### src/rtl/aes_pkg.sv
// Shared constants and state encoding for the AES serial load front-end.
package aes_pkg;

  localparam int AES_BLOCK_W  = 128;
  localparam int BYTE_W       = 8;
  localparam int BLOCK_BYTES  = AES_BLOCK_W / BYTE_W;
  localparam int BIT_CNT_W    = $clog2(BYTE_W);
  localparam int BYTE_CNT_W   = $clog2(BLOCK_BYTES);
  localparam int IDX_W        = $clog2(AES_BLOCK_W);

  typedef enum logic [1:0] {
    KEY   = 2'd0,
    TEXT  = 2'd1,
    START = 2'd2,
    WAIT  = 2'd3
  } state_t;

endpackage

### src/rtl/aes_bit_pos_cnt.sv
// Tracks the position of the next serial bit inside a 128-bit block.
// Byte k lands at block[127-8k -: 8] and bit i of a byte at offset i, so the
// write index is 8*(15-byte_cnt) + bit_cnt, i.e. {~byte_cnt, bit_cnt}.
module aes_bit_pos_cnt
  import aes_pkg::*;
(
  input  logic             clk,
  input  logic             reset,
  input  logic             sin_en,
  input  logic             sin_ready,
  output logic             accept,
  output logic             block_last,
  output logic [IDX_W-1:0] wr_idx
);

  logic [BIT_CNT_W-1:0]  bit_cnt;
  logic [BYTE_CNT_W-1:0] byte_cnt;

  assign accept     = sin_en && sin_ready;
  assign block_last = accept && (bit_cnt == {BIT_CNT_W{1'b1}})
                             && (byte_cnt == {BYTE_CNT_W{1'b1}});
  assign wr_idx     = {~byte_cnt, bit_cnt};

  // Advance bit/byte counters on every accepted bit; both wrap naturally at block end.
  always_ff @(posedge clk or posedge reset) begin
    if (reset) begin
      bit_cnt  <= '0;
      byte_cnt <= '0;
    end else if (accept) begin
      bit_cnt <= bit_cnt + 1'b1;
      if (bit_cnt == {BIT_CNT_W{1'b1}}) begin
        byte_cnt <= byte_cnt + 1'b1;
      end
    end
  end

endmodule

### src/rtl/aes_serial_load_ctrl.sv
// Serial-to-block front-end for the AES core: loads a key and/or a plaintext
// block bit-serially, then runs the start/done handshake with the core.
//
// Serial handshake: a bit transfers on a rising edge where sin_en && sin_ready;
// sin_en while sin_ready is low is ignored and may be held or dropped freely.
module aes_serial_load_ctrl
  import aes_pkg::*;
(
  input  logic                   clk,
  input  logic                   reset,
  input  logic                   sin_en,
  input  logic                   sin,
  input  logic                   rekey,
  output logic                   sin_ready,
  output logic [AES_BLOCK_W-1:0] key_out,
  output logic                   key_valid,
  output logic [AES_BLOCK_W-1:0] text_out,
  output logic                   aes_start,
  input  logic                   aes_done,
  output logic                   busy,
  output logic [1:0]             dbg_state
);

  state_t           state;
  logic             accept;
  logic             block_last;
  logic [IDX_W-1:0] wr_idx;

  assign dbg_state = state;

  aes_bit_pos_cnt u_pos (
    .clk        (clk),
    .reset      (reset),
    .sin_en     (sin_en),
    .sin_ready  (sin_ready),
    .accept     (accept),
    .block_last (block_last),
    .wr_idx     (wr_idx)
  );

  // Load sequencer: key -> text -> start -> wait, bits written straight into
  // the destination register; all handshake outputs are registered.
  always_ff @(posedge clk or posedge reset) begin
    if (reset) begin
      state     <= KEY;
      key_out   <= '0;
      text_out  <= '0;
      key_valid <= 1'b0;
      aes_start <= 1'b0;
      busy      <= 1'b0;
      sin_ready <= 1'b1;
    end else begin
      key_valid <= 1'b0;
      case (state)
        KEY: begin
          if (accept) begin
            key_out[wr_idx] <= sin;
            if (block_last) begin
              key_valid <= 1'b1;
              state     <= TEXT;
            end
          end
        end
        TEXT: begin
          if (accept) begin
            text_out[wr_idx] <= sin;
            if (block_last) begin
              state     <= START;
              aes_start <= 1'b1;
              busy      <= 1'b1;
              sin_ready <= 1'b0;
            end
          end
        end
        START: begin
          // aes_done is deliberately not looked at here.
          aes_start <= 1'b0;
          state     <= WAIT;
        end
        WAIT: begin
          if (aes_done) begin
            busy      <= 1'b0;
            sin_ready <= 1'b1;
            state     <= rekey ? KEY : TEXT;
          end
        end
        default: begin
          state <= KEY;
        end
      endcase
    end
  end

endmodule

### config.mk
export PLATFORM = sky130hd
export DESIGN_NAME = aes_serial_load_ctrl
export DESIGN_NICKNAME = d
export VERILOG_FILES = /design/src/rtl/aes_pkg.sv /design/src/rtl/aes_bit_pos_cnt.sv /design/src/rtl/aes_serial_load_ctrl.sv
export SDC_FILE = /design/constraint.sdc
export NUM_CORES = 1
export LEC_CHECK = 0
export ABC_AREA = 1
export BUFFER_PORTS_ARGS = -buffer_cell sky130_fd_sc_hd__buf_2
export CAP_MARGIN = 10
export CORE_UTILIZATION = 35
export DETAILED_ROUTE_END_ITERATION = 10
export SKIP_LAST_GASP = 1
export SLEW_MARGIN = 20
export SYNTH_ARGS = -nofsm -noshare
export SYNTH_HDL_FRONTEND = slang
export SYNTH_SLANG_ARGS = --single-unit
### constraint.sdc
create_clock -name clk -period 8.5 [get_ports clk]
set_input_delay 0.425 -clock clk [delete_from_list [all_inputs] [get_ports clk]]
set_output_delay 0.425 -clock clk [all_outputs]
set_load 0.01 [all_outputs]
* Word level (Yosys, flattened, before mapping)
Cells that the tools add are included.
Cells by class: $add $sub $neg 2, magnitude comparators 2, eq/ne operators 10, multiplexer cells 23, bitwise operators 1, reductions and logical operators 13
Operators with widths (count):
- bitwise mux 128 bit | 2
- 2-to-1 mux 1 bit | 11
- 2-to-1 mux 2 bit | 5
- less-than comparator 7 x 8 -> 1 bit, second input constant | 1
- case mux 2 bit (4 select lines) | 1
- demux 1 bit (select 7 bit) | 1
- >= comparator 7 x 1 -> 1 bit, second input constant | 1
- != test 2 bit, second input constant | 3
- case mux 1 bit (2 select lines) | 3
- AND reduction 2 bit | 3
- AND reduction 5 bit | 1
- adder 4 x 1 -> 4 bit, second input constant | 1
- == test 2 bit, second input constant | 2
- == test 4 bit, second input constant | 1
- logical AND 1 bit | 4
- != test 2 x 1 -> 1 bit, second input constant | 2
- NOT 4 bit | 1
- AND reduction 4 bit | 1
- nonzero test 2 bit | 2
- adder 3 x 1 -> 3 bit, second input constant | 1
- == test 3 bit, second input constant | 1
- AND reduction 3 bit | 1
- == test 2 x 1 -> 1 bit, second input constant | 1
- logical NOT 2 bit | 1
Word-level totals: register bits after elaboration 269, input bits 6, output and inout bits 262, logic and storage cells 60

* Longest topological paths before layout
word-level depth 6, gate-level depth with buffers 9, depth with buffers taken out 9

* By module
From an unflattened synthesis, not the netlist that was laid out.
Unflattened totals: cells, all modules 1598, area total of the unflattened synthesis 13345.3 µm²
Modules (own cells, without submodules):
- aes_serial_load_ctrl | instances 1, cells an instance 1556, area each 12959.9 µm²
- aes_bit_pos_cnt | instances 1, cells an instance 42, area each 385.4 µm²

* Worst setup path before layout
OpenSTA, ideal clock, no wires.
kind register to register, start reg state[1] (netlist: dbg_state[1]), end reg text_out[47], setup time 0.134 ns, arrival 1.449 ns, data required time 8.366 ns, setup slack 6.917 ns, cell stages (with the launch flop) 10, path buffers 2, clock period less this slack 1.583 ns, path through dfrtp_1 inv_1 ha_1 inv_1 nor2_1 buf_2 buf_2 nand3_1 nand2_1 o21ai_0
Between the ends: longest elaborated chain between the ends 2
RTL lines:
- start, declared | line aes_serial_load_ctrl.sv:24 | state_t state;
- start signal, assigned | line aes_serial_load_ctrl.sv:84 | state <= rekey ? KEY : TEXT;
- == test 2 x 1 -> 1 bit | line aes_serial_load_ctrl.sv:54 | case (state)
- AND reduction 2 bit (no line)
- end signal, assigned by index | line aes_serial_load_ctrl.sv:66 | text_out[wr_idx] <= sin;
- end, declared | line aes_serial_load_ctrl.sv:17 | output logic [AES_BLOCK_W-1:0] text_out,
No other way between the ends. A chain may end at the register's enable or synchronous reset.

* Worst setup path in the final report
start reg state[0] (netlist: dbg_state[0]), end reg key_out[23]
Between the ends: longest elaborated chain between the ends 2
RTL lines:
- logical NOT 2 bit | line aes_serial_load_ctrl.sv:54
- AND reduction 2 bit (no line)
- end signal, assigned by index | line aes_serial_load_ctrl.sv:57 | key_out[wr_idx] <= sin;
- end, declared | line aes_serial_load_ctrl.sv:15 | output logic [AES_BLOCK_W-1:0] key_out,
No other way between the ends.

==> results.toml <==
[outcome]
status = "completed"

[timing]
timing.final.setup_violations = 0
hold_viol_final = 0
tightest_slew_ns = 1.030
clock_skew_ns = 0.01506
setup_tns_ns = 0
max_freq_mhz = 347.7
rsz0062_at_grt = "false"
finalMaxSlewViolations = 0
min_period_ns = 2.876
final.period_utilization_pct = 33.84
worst_slew_margin_rel_pct = 31.13

[global_route]
antenna_found_initial = 0
grt_max_degree = 148
grt-ovfl-total = 0
grt_pass1_wl_mm = 54.54
groute.usage.overall_pct = 20.70
grt_pass1_vias = 9240

[place]
io_buffers = 267
dp.final_hpwl_mm = 21.79
dpl-instance-area_um2 = 12980
gp_congestion = 0.7827

[synth]
synth_largest_area_cell = "dfrtp_1"
ys_seq_area_share_pct = 58.92
ys_seq_elements = 269
synth.avg_cell_area_um2 = 8.963
syn_nets = 1291
yosys_warnings = 0
syn_area_um2 = 11430
synth_area_leaders = "dfrtp_1 (59%), nand2_1 (12%), o21ai_0 (8.8%)"
postSynthCellCount = 1275
synth_top_area_share_pct = 58.69
ys_types = 22

[min_path]
min_path_type = "in2async"

[clock_tree]
cts-root-buf = "clkbuf_16"
clock_latency_ns = 0.54
cts_hold_buf = 0
post_cts_resized = 0
cts_setup_buffers = 0
cts-htree-levels = 1
clk_pin_slew_worst_paths_ns = 0.06
cts.sinks = 269
cts_tree = "yes"
numCtsBuffers = 30
cts_buffer_depth = 3

[finish]
most-common-layout-cells = "nand2_1 (360), dfrtp_1 (268), buf_2 (267)"
final_cell_area_um2 = 13940
final_common_cell = "nand2_1"
fin_util_pct = 43.84
drive_above_1_share_pct = 22.51
area_growth_pct = 22.00
num_antenna_cells = 0
nets = 1520

[critical_path]
required_ns = 8.88
path_class = "reg2reg"
arrival_ns = 3.25
start_kind = "flop"
end_kind = "flop"
r2r_slack_ns = 5.62
crit_path_max_fanout = 68

[routing]
vias = 9685
drcViolationCount = 0
drtAntennaViolNets = 0
wirelength_mm = 34.66
drt_iter0_drc = 863
dr.pass1.iters = 5
wire_per_inst_um = 17.69
via_per_inst = 4.944

[die]
die_area_um2 = 33380
die_x_um = 182.7
num_rows = 65
initial_core_util_pct = 35.94
die_h_um = 182.7
coreArea_um2 = 31800
ios = 268

[power]
power.density_nw_per_um2 = 228.5
vdd_drop_max_uv = 137.3
p_leak_nw = 6.814

[flow_run]
cap_viol_max_count = 0
[metrics by stage]
stage,std cells,setup WS [ns],hold WS [ns],total power (W)
after floorplan,1275,0.6663,0.4748,0.001772
after global placement,1906,5.697,0.4586,0.001969
after detailed placement,1906,5.663,0.4619,0.001978
after CTS,1958,5.671,0.1184,0.003229
after global routing,1959,5.361,0.07136,0.003337
final,1959,5.624,0.02062,0.003185
[kinds of logic (layout without fill, tap and decap cells)]
kind of cell / count (synthesis) / in the layout / share of synthesized area [%]
AO/OA/AOI/OAI: 263 / 263 / 11.54
XOR/XNOR: 4 / 4 / 0.3065
adder cells (fa/ha/maj): 10 / 10 / 1.095
buffers and inverters: 119 / 368 / 5.070
flip-flops: 269 / 269 / 58.92
AND/OR/NAND/NOR: 610 / 610 / 23.07
[report_power, final]
group          switching, W  leakage, nW  internal, W
combinational      0.000454         2.63     0.000115
sequential        0.0000511         3.73      0.00133
clock              0.000510        0.456     0.000729
total               0.00101         6.81      0.00217
[Yosys cell counts]
master / n
dfrtp_1: 268
nand2_4: 1
buf_6: 6
nor3_4: 4
nand3_1: 189
o21ai_0: 200
inv_1: 32
clkbuf_1: 28
o21ai_1: 62
xor2_1: 4
dfstp_2: 1
nand3_2: 2
ha_1: 10
buf_4: 11
nor2_4: 4
buf_2: 37
nand4_1: 3
or2_2: 1
nand2_1: 360
o211ai_1: 1
inv_2: 5
nor2_1: 46
[state kept, by name, summed over array words and instances, names as in the netlist]
register        flops
text_out          128
aes_start           1
dbg_state           2
key_out           128
key_valid           1
sin_ready           1
u_pos.bit_cnt       3
u_pos.byte_cnt      4
busy                1
[final cells by class]
type                            count  area [µm²]
Clock buffer                       45       868.3
Clock inverter                      7       62.56
Timing Repair Buffer              279        1446
Inverter                           37       156.4
Fill cell                        3147       17860
Tap cell                          435       544.3
Multi-Input combinational cell    887        4130
Sequential cell                   269        6733
[critical path, cell delays in order (launching register included)]
cell and delay (ns):
dfrtp_1 0.44, inv_1 0.14, ha_1 0.18, inv_1 0.09, nor2_4 0.10, buf_4 0.54, buf_4 0.70, nand3_1 0.21
nand2_1 0.10, o21ai_0 0.08
[worst paths after layout]
check                             start            to  cells after the start
min in group clk               aes_done     sin_ready                      3
max reg2reg                dbg_state[0]   key_out[23]                      9
min                               reset  text_out[83]                      2
max                        dbg_state[0]   key_out[23]                      9
min reg2reg                        busy          busy                      2
max in group asynchronous         reset   key_out[33]                      3
[layer usage]
| layer | up-vias | wire [µm] | track usage (%) |
|---|---|---|---|
| li1 | 4705 | - | - |
| met1 | 4625 | 16100 | 30.38 |
| met3 | 36 | 2555 | 4.470 |
| met5 | - | 0 | 0 |
| met4 | 0 | 499 | 4.336 |
| met2 | 319 | 15500 | 31.25 |
No activity file was read; power rests on OpenSTA's default activity.
